`config.mk`:
```
export PLATFORM = sky130hd
export DESIGN_NAME = gcd_bus_initiator_flat
export DESIGN_NICKNAME = d
export VERILOG_FILES = /design/src/rtl/gcd_bus_pkg.sv /design/src/rtl/gcd_bus_initiator_if.sv /design/src/rtl/gcd_bus_access.sv /design/src/rtl/gcd_bus_initiator.sv /design/src/flat_wrapper.sv
export SDC_FILE = /design/constraint.sdc
export NUM_CORES = 1
export LEC_CHECK = 0
export BUFFER_PORTS_ARGS = -buffer_cell sky130_fd_sc_hd__clkbuf_2
export CAP_MARGIN = 30
export CORE_UTILIZATION = 30
export CTS_CLUSTER_SIZE = 12
export DETAILED_ROUTE_END_ITERATION = 8
export SLEW_MARGIN = 10
export SYNTH_ARGS = -nofsm -noshare
export SYNTH_HDL_FRONTEND = slang
export SYNTH_HIERARCHICAL = 1
export SYNTH_SLANG_ARGS = --single-unit
```
`constraint.sdc`:
```
create_clock -name clk -period 2.3 [get_ports clk]
set_input_delay 0.115 -clock clk [delete_from_list [all_inputs] [get_ports clk]]
set_output_delay 0.115 -clock clk [all_outputs]
set_load 0.03 [all_outputs]
```
`src/rtl/gcd_bus_pkg.sv`:
```
// rtl/gcd_bus_pkg.sv - shared constants and encodings for the GCD bus initiator
//
// Purpose: register map defaults, status busy bit, access timing defaults,
// top-level FSM and access-phase encodings, and a counter-width helper.
// Ports: none (package).
package gcd_bus_pkg;

  localparam logic [15:0] DEF_ADDR_A1 = 16'h00d8;
  localparam logic [15:0] DEF_ADDR_A2 = 16'h00dc;
  localparam logic [15:0] DEF_ADDR_W  = 16'h00e0;
  localparam logic [15:0] DEF_ADDR_S  = 16'h00e4;

  localparam int DEF_BUSY_BIT   = 3;
  localparam int DEF_SETUP_CYC  = 1;
  localparam int DEF_STROBE_CYC = 2;
  localparam int DEF_HOLD_CYC   = 1;
  localparam int DEF_POLL_GAP   = 4;
  localparam int DEF_MAX_POLLS  = 1024;

  localparam int POLL_W = 11;

  typedef enum logic [3:0] {
    ST_IDLE      = 4'd0,
    ST_WR_A1     = 4'd1,
    ST_WR_A2     = 4'd2,
    ST_RD_S      = 4'd3,
    ST_POLL_WAIT = 4'd4,
    ST_RD_W      = 4'd5,
    ST_RESP      = 4'd6
  } state_e;

  typedef enum logic [1:0] {
    PH_IDLE   = 2'd0,
    PH_SETUP  = 2'd1,
    PH_STROBE = 2'd2,
    PH_HOLD   = 2'd3
  } phase_e;

  // Bits needed to count 0..n-1, never less than one bit.
  function automatic int cnt_width(input int n);
    return (n <= 2) ? 1 : $clog2(n);
  endfunction

endpackage

```
`src/rtl/gcd_bus_initiator_if.sv`:
```
// rtl/gcd_bus_initiator_if.sv - request/response and peripheral bus signal bundle
//
// Purpose: groups the operand request port, result response port, busy flag
// and the saddress/srd/swr/data peripheral bus.
// Modports: master = the initiator, slave = the environment (CPU side + peripheral).
interface gcd_bus_initiator_if;
  logic        req_valid;
  logic        req_ready;
  logic [31:0] req_a1;
  logic [31:0] req_a2;
  logic        resp_valid;
  logic        resp_ready;
  logic [31:0] resp_gcd;
  logic        resp_timeout;
  logic        busy;
  logic [15:0] bus_addr;
  logic        bus_rd;
  logic        bus_wr;
  logic [31:0] bus_wdata;
  logic [31:0] bus_rdata;

  modport master (
    input  req_valid, req_a1, req_a2, resp_ready, bus_rdata,
    output req_ready, resp_valid, resp_gcd, resp_timeout, busy,
           bus_addr, bus_rd, bus_wr, bus_wdata
  );

  modport slave (
    output req_valid, req_a1, req_a2, resp_ready, bus_rdata,
    input  req_ready, resp_valid, resp_gcd, resp_timeout, busy,
           bus_addr, bus_rd, bus_wr, bus_wdata
  );
endinterface

```
`src/rtl/gcd_bus_access.sv`:
```
// rtl/gcd_bus_access.sv - single bus access sequencer (setup / strobe / hold)
//
// Purpose: on i_start, drives one read or write access on the peripheral bus
// and pulses o_done in the last hold cycle; read data is captured at the edge
// ending the last strobe cycle.
// Ports:
//   clk, n_reset          clock, async active-low reset
//   i_start, i_is_read    start an access (only honoured when idle), direction
//   i_addr, i_wdata       access address and write data
//   o_bus_addr/rd/wr/wdata bus pins
//   i_bus_rdata           read data from peripheral
//   o_done, o_rdata       completion pulse, captured read data
module gcd_bus_access
  import gcd_bus_pkg::*;
#(
  parameter int SETUP_CYC  = DEF_SETUP_CYC,
  parameter int STROBE_CYC = DEF_STROBE_CYC,
  parameter int HOLD_CYC   = DEF_HOLD_CYC
) (
  input  logic        clk,
  input  logic        n_reset,
  input  logic        i_start,
  input  logic        i_is_read,
  input  logic [15:0] i_addr,
  input  logic [31:0] i_wdata,
  output logic [15:0] o_bus_addr,
  output logic        o_bus_rd,
  output logic        o_bus_wr,
  output logic [31:0] o_bus_wdata,
  input  logic [31:0] i_bus_rdata,
  output logic        o_done,
  output logic [31:0] o_rdata
);

  localparam int MAXC = (SETUP_CYC > STROBE_CYC) ?
                        ((SETUP_CYC > HOLD_CYC) ? SETUP_CYC : HOLD_CYC) :
                        ((STROBE_CYC > HOLD_CYC) ? STROBE_CYC : HOLD_CYC);
  localparam int CW = cnt_width(MAXC);

  phase_e        r_phase;
  phase_e        w_phase_nxt;
  logic [CW-1:0] r_cnt;
  logic [CW-1:0] w_cnt_nxt;
  logic          r_is_read;
  logic [15:0]   r_addr;
  logic [31:0]   r_wdata;
  logic [31:0]   r_rdata;
  logic          w_last;
  logic          w_load;
  logic          w_capture;
  logic          w_clear;

  always_comb begin
    w_last = 1'b0;
    case (r_phase)
      PH_SETUP:  w_last = (r_cnt == CW'(SETUP_CYC - 1));
      PH_STROBE: w_last = (r_cnt == CW'(STROBE_CYC - 1));
      PH_HOLD:   w_last = (r_cnt == CW'(HOLD_CYC - 1));
      default:   w_last = 1'b0;
    endcase
  end

  always_comb begin
    w_phase_nxt = r_phase;
    w_cnt_nxt   = r_cnt;
    w_load      = 1'b0;
    w_capture   = 1'b0;
    w_clear     = 1'b0;
    case (r_phase)
      PH_IDLE: begin
        if (i_start) begin
          w_load      = 1'b1;
          w_phase_nxt = PH_SETUP;
          w_cnt_nxt   = '0;
        end
      end
      PH_SETUP: begin
        if (w_last) begin
          w_phase_nxt = PH_STROBE;
          w_cnt_nxt   = '0;
        end else begin
          w_cnt_nxt = r_cnt + 1'b1;
        end
      end
      PH_STROBE: begin
        if (w_last) begin
          w_phase_nxt = PH_HOLD;
          w_cnt_nxt   = '0;
          w_capture   = r_is_read;
        end else begin
          w_cnt_nxt = r_cnt + 1'b1;
        end
      end
      PH_HOLD: begin
        if (w_last) begin
          w_phase_nxt = PH_IDLE;
          w_cnt_nxt   = '0;
          w_clear     = 1'b1;
        end else begin
          w_cnt_nxt = r_cnt + 1'b1;
        end
      end
      default: begin
        w_phase_nxt = PH_IDLE;
        w_cnt_nxt   = '0;
      end
    endcase
  end

  always_ff @(posedge clk or negedge n_reset) begin
    if (!n_reset) begin
      r_phase   <= PH_IDLE;
      r_cnt     <= '0;
      r_is_read <= 1'b0;
      r_addr    <= '0;
      r_wdata   <= '0;
      r_rdata   <= '0;
    end else begin
      r_phase <= w_phase_nxt;
      r_cnt   <= w_cnt_nxt;
      if (w_load) begin
        r_is_read <= i_is_read;
        r_addr    <= i_addr;
        // Reads keep the data lines at zero.
        r_wdata   <= i_is_read ? 32'd0 : i_wdata;
      end else if (w_clear) begin
        r_addr  <= '0;
        r_wdata <= '0;
      end
      if (w_capture) begin
        r_rdata <= i_bus_rdata;
      end
    end
  end

  // Strobes decode straight from the phase register so a reset drops them
  // without waiting for a clock edge.
  assign o_bus_addr  = r_addr;
  assign o_bus_wdata = r_wdata;
  assign o_bus_rd    = (r_phase == PH_STROBE) &&  r_is_read;
  assign o_bus_wr    = (r_phase == PH_STROBE) && !r_is_read;
  assign o_done      = (r_phase == PH_HOLD) && w_last;
  assign o_rdata     = r_rdata;

endmodule

```
`src/rtl/gcd_bus_initiator.sv`:
```
// rtl/gcd_bus_initiator.sv - bus master that runs one GCD computation per request
//
// Purpose: accepts an operand pair, writes A1 then A2, polls the status
// register until the busy bit clears (or MAX_POLLS reads), reads the result
// and returns it on the response port.
// Ports:
//   clk, n_reset   clock, async active-low reset
//   m              gcd_bus_initiator_if.master: req_*, resp_*, busy, bus_*
module gcd_bus_initiator
  import gcd_bus_pkg::*;
#(
  parameter logic [15:0] ADDR_A1    = DEF_ADDR_A1,
  parameter logic [15:0] ADDR_A2    = DEF_ADDR_A2,
  parameter logic [15:0] ADDR_W     = DEF_ADDR_W,
  parameter logic [15:0] ADDR_S     = DEF_ADDR_S,
  parameter int          BUSY_BIT   = DEF_BUSY_BIT,
  parameter int          SETUP_CYC  = DEF_SETUP_CYC,
  parameter int          STROBE_CYC = DEF_STROBE_CYC,
  parameter int          HOLD_CYC   = DEF_HOLD_CYC,
  parameter int          POLL_GAP   = DEF_POLL_GAP,
  parameter int          MAX_POLLS  = DEF_MAX_POLLS
) (
  input  logic                 clk,
  input  logic                 n_reset,
  gcd_bus_initiator_if.master  m
);

  localparam int GW = cnt_width(POLL_GAP);

  state_e            r_state;
  state_e            w_state_nxt;
  logic              r_ready_ok;
  logic              r_issued;
  logic [31:0]       r_a1;
  logic [31:0]       r_a2;
  logic [POLL_W-1:0] r_polls;
  logic [POLL_W-1:0] w_polls_inc;
  logic [GW-1:0]     r_gap;
  logic [31:0]       r_resp_gcd;
  logic              r_resp_timeout;

  logic              w_start;
  logic              w_is_read;
  logic [15:0]       w_addr;
  logic [31:0]       w_wdata;
  logic              w_done;
  logic [31:0]       w_rdata;
  logic              w_accept;
  logic              w_poll_done;
  logic              w_resp_ok;
  logic              w_resp_to;

  gcd_bus_access #(
    .SETUP_CYC  (SETUP_CYC),
    .STROBE_CYC (STROBE_CYC),
    .HOLD_CYC   (HOLD_CYC)
  ) u_access (
    .clk         (clk),
    .n_reset     (n_reset),
    .i_start     (w_start),
    .i_is_read   (w_is_read),
    .i_addr      (w_addr),
    .i_wdata     (w_wdata),
    .o_bus_addr  (m.bus_addr),
    .o_bus_rd    (m.bus_rd),
    .o_bus_wr    (m.bus_wr),
    .o_bus_wdata (m.bus_wdata),
    .i_bus_rdata (m.bus_rdata),
    .o_done      (w_done),
    .o_rdata     (w_rdata)
  );

  // Saturating count of status reads including the one finishing now.
  assign w_polls_inc = (r_polls == '1) ? r_polls : r_polls + 1'b1;

  always_comb begin
    w_state_nxt = r_state;
    w_start     = 1'b0;
    w_is_read   = 1'b0;
    w_addr      = '0;
    w_wdata     = '0;
    w_accept    = 1'b0;
    w_poll_done = 1'b0;
    w_resp_ok   = 1'b0;
    w_resp_to   = 1'b0;
    case (r_state)
      ST_IDLE: begin
        if (r_ready_ok && m.req_valid) begin
          w_accept    = 1'b1;
          w_state_nxt = ST_WR_A1;
        end
      end
      ST_WR_A1: begin
        w_addr  = ADDR_A1;
        w_wdata = r_a1;
        w_start = !r_issued;
        if (w_done) w_state_nxt = ST_WR_A2;
      end
      ST_WR_A2: begin
        w_addr  = ADDR_A2;
        w_wdata = r_a2;
        w_start = !r_issued;
        if (w_done) w_state_nxt = ST_RD_S;
      end
      ST_RD_S: begin
        w_addr    = ADDR_S;
        w_is_read = 1'b1;
        w_start   = !r_issued;
        if (w_done) begin
          w_poll_done = 1'b1;
          if (!w_rdata[BUSY_BIT]) begin
            w_state_nxt = ST_RD_W;
          end else if ({{(32-POLL_W){1'b0}}, w_polls_inc} >= 32'(MAX_POLLS)) begin
            w_state_nxt = ST_RESP;
            w_resp_to   = 1'b1;
          end else if (POLL_GAP == 0) begin
            w_state_nxt = ST_RD_S;
          end else begin
            w_state_nxt = ST_POLL_WAIT;
          end
        end
      end
      ST_POLL_WAIT: begin
        if (r_gap == GW'(POLL_GAP - 1)) w_state_nxt = ST_RD_S;
      end
      ST_RD_W: begin
        w_addr    = ADDR_W;
        w_is_read = 1'b1;
        w_start   = !r_issued;
        if (w_done) begin
          w_resp_ok   = 1'b1;
          w_state_nxt = ST_RESP;
        end
      end
      ST_RESP: begin
        if (m.resp_ready) w_state_nxt = ST_IDLE;
      end
      default: w_state_nxt = ST_IDLE;
    endcase
  end

  always_ff @(posedge clk or negedge n_reset) begin
    if (!n_reset) begin
      r_state        <= ST_IDLE;
      r_ready_ok     <= 1'b0;
      r_issued       <= 1'b0;
      r_a1           <= '0;
      r_a2           <= '0;
      r_polls        <= '0;
      r_gap          <= '0;
      r_resp_gcd     <= '0;
      r_resp_timeout <= 1'b0;
    end else begin
      r_state    <= w_state_nxt;
      // Keeps req_ready low until the first edge after reset release.
      r_ready_ok <= 1'b1;
      // One start per access state; cleared on done so RD_S can re-issue.
      if (w_done) begin
        r_issued <= 1'b0;
      end else if (w_start) begin
        r_issued <= 1'b1;
      end
      if (w_accept) begin
        r_a1    <= m.req_a1;
        r_a2    <= m.req_a2;
        r_polls <= '0;
      end else if (w_poll_done) begin
        r_polls <= w_polls_inc;
      end
      r_gap <= (r_state == ST_POLL_WAIT) ? r_gap + 1'b1 : '0;
      if (w_resp_ok) begin
        r_resp_gcd     <= w_rdata;
        r_resp_timeout <= 1'b0;
      end else if (w_resp_to) begin
        r_resp_gcd     <= '0;
        r_resp_timeout <= 1'b1;
      end
    end
  end

  assign m.req_ready    = r_ready_ok && (r_state == ST_IDLE);
  assign m.resp_valid   = (r_state == ST_RESP);
  assign m.resp_gcd     = r_resp_gcd;
  assign m.resp_timeout = r_resp_timeout;
  assign m.busy         = (r_state != ST_IDLE);

endmodule

```
`src/flat_wrapper.sv`:
```
// flat-port wrapper written by rule: the top's interface ports become plain ports
module gcd_bus_initiator_flat import gcd_bus_pkg::*;
#(
  parameter logic [15:0] ADDR_A1    = DEF_ADDR_A1,
  parameter logic [15:0] ADDR_A2    = DEF_ADDR_A2,
  parameter logic [15:0] ADDR_W     = DEF_ADDR_W,
  parameter logic [15:0] ADDR_S     = DEF_ADDR_S,
  parameter int          BUSY_BIT   = DEF_BUSY_BIT,
  parameter int          SETUP_CYC  = DEF_SETUP_CYC,
  parameter int          STROBE_CYC = DEF_STROBE_CYC,
  parameter int          HOLD_CYC   = DEF_HOLD_CYC,
  parameter int          POLL_GAP   = DEF_POLL_GAP,
  parameter int          MAX_POLLS  = DEF_MAX_POLLS
)
  (clk, n_reset, m_req_valid, m_req_a1, m_req_a2, m_resp_ready, m_bus_rdata, m_req_ready, m_resp_valid, m_resp_gcd, m_resp_timeout, m_busy, m_bus_addr, m_bus_rd, m_bus_wr, m_bus_wdata);
  gcd_bus_initiator_if m_i ();
  input  logic clk;
  input  logic n_reset;
  input wire logic [$bits(m_i.req_valid)-1:0] m_req_valid;
  input wire logic [$bits(m_i.req_a1)-1:0] m_req_a1;
  input wire logic [$bits(m_i.req_a2)-1:0] m_req_a2;
  input wire logic [$bits(m_i.resp_ready)-1:0] m_resp_ready;
  input wire logic [$bits(m_i.bus_rdata)-1:0] m_bus_rdata;
  output wire logic [$bits(m_i.req_ready)-1:0] m_req_ready;
  output wire logic [$bits(m_i.resp_valid)-1:0] m_resp_valid;
  output wire logic [$bits(m_i.resp_gcd)-1:0] m_resp_gcd;
  output wire logic [$bits(m_i.resp_timeout)-1:0] m_resp_timeout;
  output wire logic [$bits(m_i.busy)-1:0] m_busy;
  output wire logic [$bits(m_i.bus_addr)-1:0] m_bus_addr;
  output wire logic [$bits(m_i.bus_rd)-1:0] m_bus_rd;
  output wire logic [$bits(m_i.bus_wr)-1:0] m_bus_wr;
  output wire logic [$bits(m_i.bus_wdata)-1:0] m_bus_wdata;
  assign m_i.req_valid = m_req_valid;
  assign m_i.req_a1 = m_req_a1;
  assign m_i.req_a2 = m_req_a2;
  assign m_i.resp_ready = m_resp_ready;
  assign m_i.bus_rdata = m_bus_rdata;
  assign m_req_ready = m_i.req_ready;
  assign m_resp_valid = m_i.resp_valid;
  assign m_resp_gcd = m_i.resp_gcd;
  assign m_resp_timeout = m_i.resp_timeout;
  assign m_busy = m_i.busy;
  assign m_bus_addr = m_i.bus_addr;
  assign m_bus_rd = m_i.bus_rd;
  assign m_bus_wr = m_i.bus_wr;
  assign m_bus_wdata = m_i.bus_wdata;
  gcd_bus_initiator #(.ADDR_A1(ADDR_A1), .ADDR_A2(ADDR_A2), .ADDR_W(ADDR_W), .ADDR_S(ADDR_S), .BUSY_BIT(BUSY_BIT), .SETUP_CYC(SETUP_CYC), .STROBE_CYC(STROBE_CYC), .HOLD_CYC(HOLD_CYC), .POLL_GAP(POLL_GAP), .MAX_POLLS(MAX_POLLS)) u_core (.clk(clk), .n_reset(n_reset), .m(m_i));
endmodule
```
## Word-level counts from Yosys, hierarchy flattened

Index checks and enable logic that the tools add are counted.

| storage, ports and cells | value |
|---|---|
| flip-flop bits (word level) | 200 |
| bits in latches | 0 |
| RAM bits | 0 |
| ROM bits | 0 |
| logic and storage cells | 115 |
| memories kept | 0 |

| cells by class | value |
|---|---|
| add/subtract/negate cells | 3 |
| $mul | 0 |
| div/mod/pow operators | 0 |
| magnitude comparators | 1 |
| eq/ne operators | 22 |
| shifts and indexed selects | 0 |
| multiplexer cells | 53 |
| bitwise logic cells | 1 |
| reductions and logical operators | 20 |

Operator list:

| cell | number |
|---|---|
| 32-bit two-way mux | 5 |
| 32-bit one-hot mux with 2 select lines | 1 |
| 11-bit two-way mux | 3 |
| 16-bit two-way mux | 2 |
| 4-bit two-way mux | 8 |
| 8-bit one-hot mux with 4 select lines | 1 |
| 4-bit one-hot mux with 7 select lines | 1 |
| 1-bit two-way mux | 23 |
| 2-bit != test, second input constant | 9 |
| 4-bit by 3-bit equality test with 1-bit output, second input constant | 3 |
| 2-bit two-way mux | 6 |
| 11-bit by 1-bit adder with 11-bit output, second input constant | 1 |
| 11-bit equality test, second input constant | 1 |
| 11-bit greater-or-equal comparator, second input constant | 1 |
| 4-bit by 2-bit equality test with 1-bit output, second input constant | 2 |
| 2-bit one-hot mux with 4 select lines | 1 |
| 2-bit nonzero test | 4 |
| 7-bit AND reduction | 1 |
| 2-bit equality test, second input constant | 3 |
| 1-bit logical AND | 5 |
| 4-bit by 1-bit equality test with 1-bit output, second input constant | 1 |
| 4-bit logical NOT | 1 |
| 2-bit by 1-bit != test with 1-bit output, second input constant | 2 |
| 1-bit one-hot mux with 2 select lines | 2 |
| other kinds (11) | 13 |

## Longest topological paths before layout

| logic depth | value |
|---|---|
| word-level depth | 9 |
| mapped depth | 10 |
| depth with buffers taken out | 8 |

## Modules after synthesis

Netlist, hierarchy kept.

By module, submodules not included:

| module | times used | cells an instance | area an instance (um^2) | sequential area each (um^2) |
|---|---|---|---|---|
| gcd_bus_initiator | 1 | 573 | 5148.7 | 2877.8 |
| gcd_bus_access | 1 | 205 | 3345.7 | 2102.0 |

## Worst setup path before layout

No wires, ideal clock.

| timing | value |
|---|---|
| path kind | reg2reg |
| start | reg u_core.u_access.r_phase[0] |
| end | reg u_core.r_polls[3] |
| arrival time | 1.905 ns |
| required time | 2.171 ns |
| setup slack | 0.266 ns |
| stages on the path, launching flop included | 10 |
| buffers on the path | 1 |
| clock period less this slack | 2.034 ns |
| cells stage by stage | dfrtp_1 inv_1 ha_1 nand2b_1 and2_1 nand4b_4 a41o_1 buf_4 o211ai_1 o31ai_1 |

| on the way | value |
|---|---|
| longest elaborated chain between the ends | 7 |

Ends and longest elaborated chain:

| what | line | text |
|---|---|---|
| start: declaration | gcd_bus_access.sv:40 | `phase_e r_phase;` |
| start signal: assignment | gcd_bus_access.sv:119 | `r_phase <= w_phase_nxt;` |
| 2-bit equality test / 2-bit by 1-bit equality test with 1-bit output (equally long branches) | gcd_bus_access.sv:55, gcd_bus_access.sv:142 |  |
| 2-bit OR reduction (no line) | - |  |
| 1-bit one-hot mux with 2 select lines | gcd_bus_access.sv:55 | `case (r_phase)` |
| 1-bit logical AND * | gcd_bus_access.sv:142 | `assign o_done = (r_phase == PH_HOLD) && w_last;` |
| named net u_core.w_done | gcd_bus_initiator.sv:46 | `logic w_done;` |
| 1-bit two-way mux * | gcd_bus_initiator.sv:109 | `if (w_done) begin` |
| 1-bit two-way mux * | gcd_bus_initiator.sv:86 | `case (r_state)` |
| 2-bit nonzero test (no line) * | - |  |
| end signal: assignment | gcd_bus_initiator.sv:168 | `r_polls <= w_polls_inc;` |
| end: declaration | gcd_bus_initiator.sv:36 | `logic [POLL_W-1:0] r_polls;` |

The timed path passes the listed nets; every way through them passes the cells marked *.
A chain may end at the register's enable or synchronous reset.

## Final worst setup path

| timing | value |
|---|---|
| start | reg u_core.u_access.r_phase[0] |
| end | reg u_core.r_polls[9] |

Same word-level chain as after synthesis.

==> key figures <==
Pwr
  • Final Total Pwr: around 13000 uW
  • Leak Pwr: around 0.0058 uW
  • Peak supply drop: between 0.0006 and 0.0007 V
  • Pwr Density: roughly 1100 nW/um2

Detailed routing
  • Routed wire length: roughly 22000 um
  • DRC viols: 0
  • Antenna Nets Post-Route: 0
  • Initial drt markers: roughly 430
  • Total iterations of the first detailed-routing run: 4
  • Vias per cell: 4.571
  • Post-DR wirelength/cell: 15.15 um
  • Total vias in the final route: between 6000 and 7000

Placed design
  • Placed cells: 1322
  • IO Port Bufs: ~190
  • Global placement routability congestion: just over 0.7
  • Post-place setup slack: between 0.09 and 0.1 ns
  • Post-DP HPWL: 13340 um

Logic synthesis
  • Avg Cell Area, Syn: around 11 um2
  • Largest area contributor in the netlist: dfrtp_1
  • Async SR Flop Fraction: 1.000
  • Netlist cell types: 53
  • Number of synthesized flops with an enable pin: 0
  • Yosys top cell area share: 0.5862
  • Top post-synthesis cells by area: dfrtp_1 59%, nand2_1 12%, a22o_1 8.4%
  • Sequential area share after synthesis: 0.5862
  • Top_reg_cell synth: dfrtp_1
  • Yosys reg bits: 199
  • Cell area after synthesis: approximately 8500 um2
  • Post-synthesis cell count: between 700 and 800
  • Synth warnings: 6

STA
  • Post-route minimum period: between 2 and 2.5 ns
  • Period utilization: 0.9322
  • Skew final: ~0.013 ns
  • WHS: approximately 0.057 ns
  • Setup WS post-layout: around 0.16 ns
  • Slew @ Worst Pin: 0.5945 ns
  • Final setup viols: 0
  • Max-slew violation count: 0
  • Final Hold Viols: 0
  • Fmax: between 0.4 and 0.5 GHz
  • Max-slew headroom: 0.6037

Clocking
  • Clock buffer depth: 2
  • Clk sinks: around 200
  • Inserted Clock Buffers: 17
  • CTS tree: yes
  • Reg clk slew, reported paths: ~0.080 ns
  • Root Buffer: clkbuf_16
  • Deepest level of the CTS H-tree: 4
  • Clk Latency, worst-skew pair: approximately 0.44 ns
  • # Post-CTS Setup Buffers: 0

Final layout
  • Most frequent cells in the layout: 270 x nand2_1, 199 x dfrtp_1, 184 x clkbuf_2, 97 x dlygate4sd3_1, 81 x a22o_1
  • Final Util: 0.4115
  • Non-Filler Instances: about 1500
  • Layout cells sized above 1: 0.2731
  • Area Overhead vs Synth: 34.59%
  • Fillcell total: between 2000 and 3000
  • Commonest non-fill, non-tap cell in the layout: nand2_1
  • Nets: roughly 1200

Die
  • Die area: around 29000 um2
  • Initial core utilization: 0.3058
  • Cell Rows: 61
  • Core Area: about 28000 um2
  • I/O pin total: approximately 190
  • Die width: between 150 and 200 um
  • Die height: roughly 170 um

Global routing
  • First-pass GRT wire length: between 30000 and 40000 um
  • Initial antenna violation count: 1
  • Gr ovfl total: 0
  • Largest net degree at the start of global routing: just over 70
  • GRT Total Usage: 0.1576
  • Number of global-route vias before repair: about 7000

Setup path
  • Worst Path Required: between 2 and 3 ns
  • CP Capture Type: flop
  • Setup Crit Path Kind: reg -> reg
  • Critical Path AT: between 2 and 3 ns
  • Startpoint Class: flop
  • Critical path fanouts, max: 7

Flow run
  • Max Cap Violations: 0

Run status
  • Run status: finished, final reports clean

Min path
  • Hold Path Class: in -> reg
[worst max-delay path, cell delays in order (launching register included)]
cell	delay, ns
dfrtp_1	0.38
inv_1	0.10
ha_1	0.23
nand2b_1	0.19
and2_2	0.24
nand4b_4	0.20
nor4_2	0.41
o21ai_0	0.16
a31oi_1	0.15
[kinds of logic after synthesis]
kind of cell             count (synthesis)  synth area share
AND/OR/NAND/NOR                        325            0.1629
flip-flops                             199            0.5862
AO/OA/AOI/OAI                          151            0.1343
buffers and inverters                   61           0.04861
multiplexers                            34           0.05818
adder cells (fa/ha/maj)                  6          0.008838
other                                    2         0.0008841
[metal layers]
layer	GRT usage	vias to the layer above	routed length, um
met5	0	-	0
met4	0.04230	0	190
met2	0.2603	203	10150
li1	-	3194	-
met1	0.2001	3227	10160
met3	0.04651	13	1506
[registers in the layout, indices dropped and copies added (netlist names)]
| name | cells |
|---|---|
| u_core/r_a2 | 32 |
| u_core/r_a1 | 32 |
| u_core/u_access/r_cnt | 1 |
| u_core/r_ready_ok | 1 |
| u_core/u_access/o_rdata | 32 |
| u_core/m.resp_gcd | 32 |
| u_core/r_issued | 1 |
| u_core/u_access/r_phase | 2 |
| u_core/u_access/r_is_read | 1 |
| u_core/r_polls | 11 |
| u_core/u_access/o_bus_wdata | 32 |
| u_core/r_state | 3 |
| u_core/m.resp_timeout | 1 |
| u_core/r_gap | 2 |
| u_core/u_access/o_bus_addr | 16 |
[per-stage QoR]
stage / TNS (ns) / cell area [um2]
final: 0 / 11430
after global routing: -0.01127 / 11430
after detailed placement: 0 / 9864
after global placement: 0 / 9864
after floorplan: 0 / 8528
after CTS: 0 / 11410
[cell usage after synthesis (5+ instances only)]
master	instances
o21ai_0	32
buf_6	10
dfrtp_1	199
and2_1	6
nand2_1	270
nand2b_1	5
nand3_1	8
mux2_4	30
clkbuf_1	10
a22o_1	81
ha_1	6
o21ai_1	7
inv_1	8
a21oi_1	8
buf_2	20
nor2_1	12
buf_4	9
[final cells by class]
type | count | area [um2] | share of cell area
Tap cell | 378 | 473.0 | 0.04137
Multi-Input combinational cell | 527 | 3174 | 0.2777
Inverter | 8 | 30.03 | 0.002627
Clock buffer | 20 | 466.7 | 0.04082
Sequential cell | 199 | 4980 | 0.4356
Timing Repair Buffer | 307 | 2193 | 0.1919
Clock inverter | 12 | 112.6 | 0.009850
Antenna cell | 1 | 2.502 | 0.0002189
[where the power goes]
part | leakage, uW | switching, uW | internal (uW)
Combinational | 0.00294 | 2530 | 1960
Clock | 0.000284 | 1370 | 1600
Sequential | 0.00258 | 661 | 4620
[repair_timing]
action                     CTS  global route
resized for setup            0             4
setup endpoints to repair    0             8
hold endpoints to repair   161             0
hold buffers                97             0
[final timing paths]
check | cells after the start | from | end | slack [ns]
max reg2reg | 8 | u_core/u_access/r_phase[0] | u_core/r_polls[9] | 0.16
min | 3 | m_req_valid | u_core/r_state[0] | 0.06
min in group asynchronous | 2 | n_reset | u_core/u_access/o_bus_wdata[3] | 0.26
max in group asynchronous | 3 | n_reset | u_core/u_access/o_bus_wdata[28] | 1.23
max | 8 | u_core/u_access/r_phase[0] | u_core/r_polls[9] | 0.16
min reg2reg | 1 | u_core/r_gap[0] | u_core/r_gap[0] | 0.44
No activity file was read; power rests on OpenSTA's default activity.
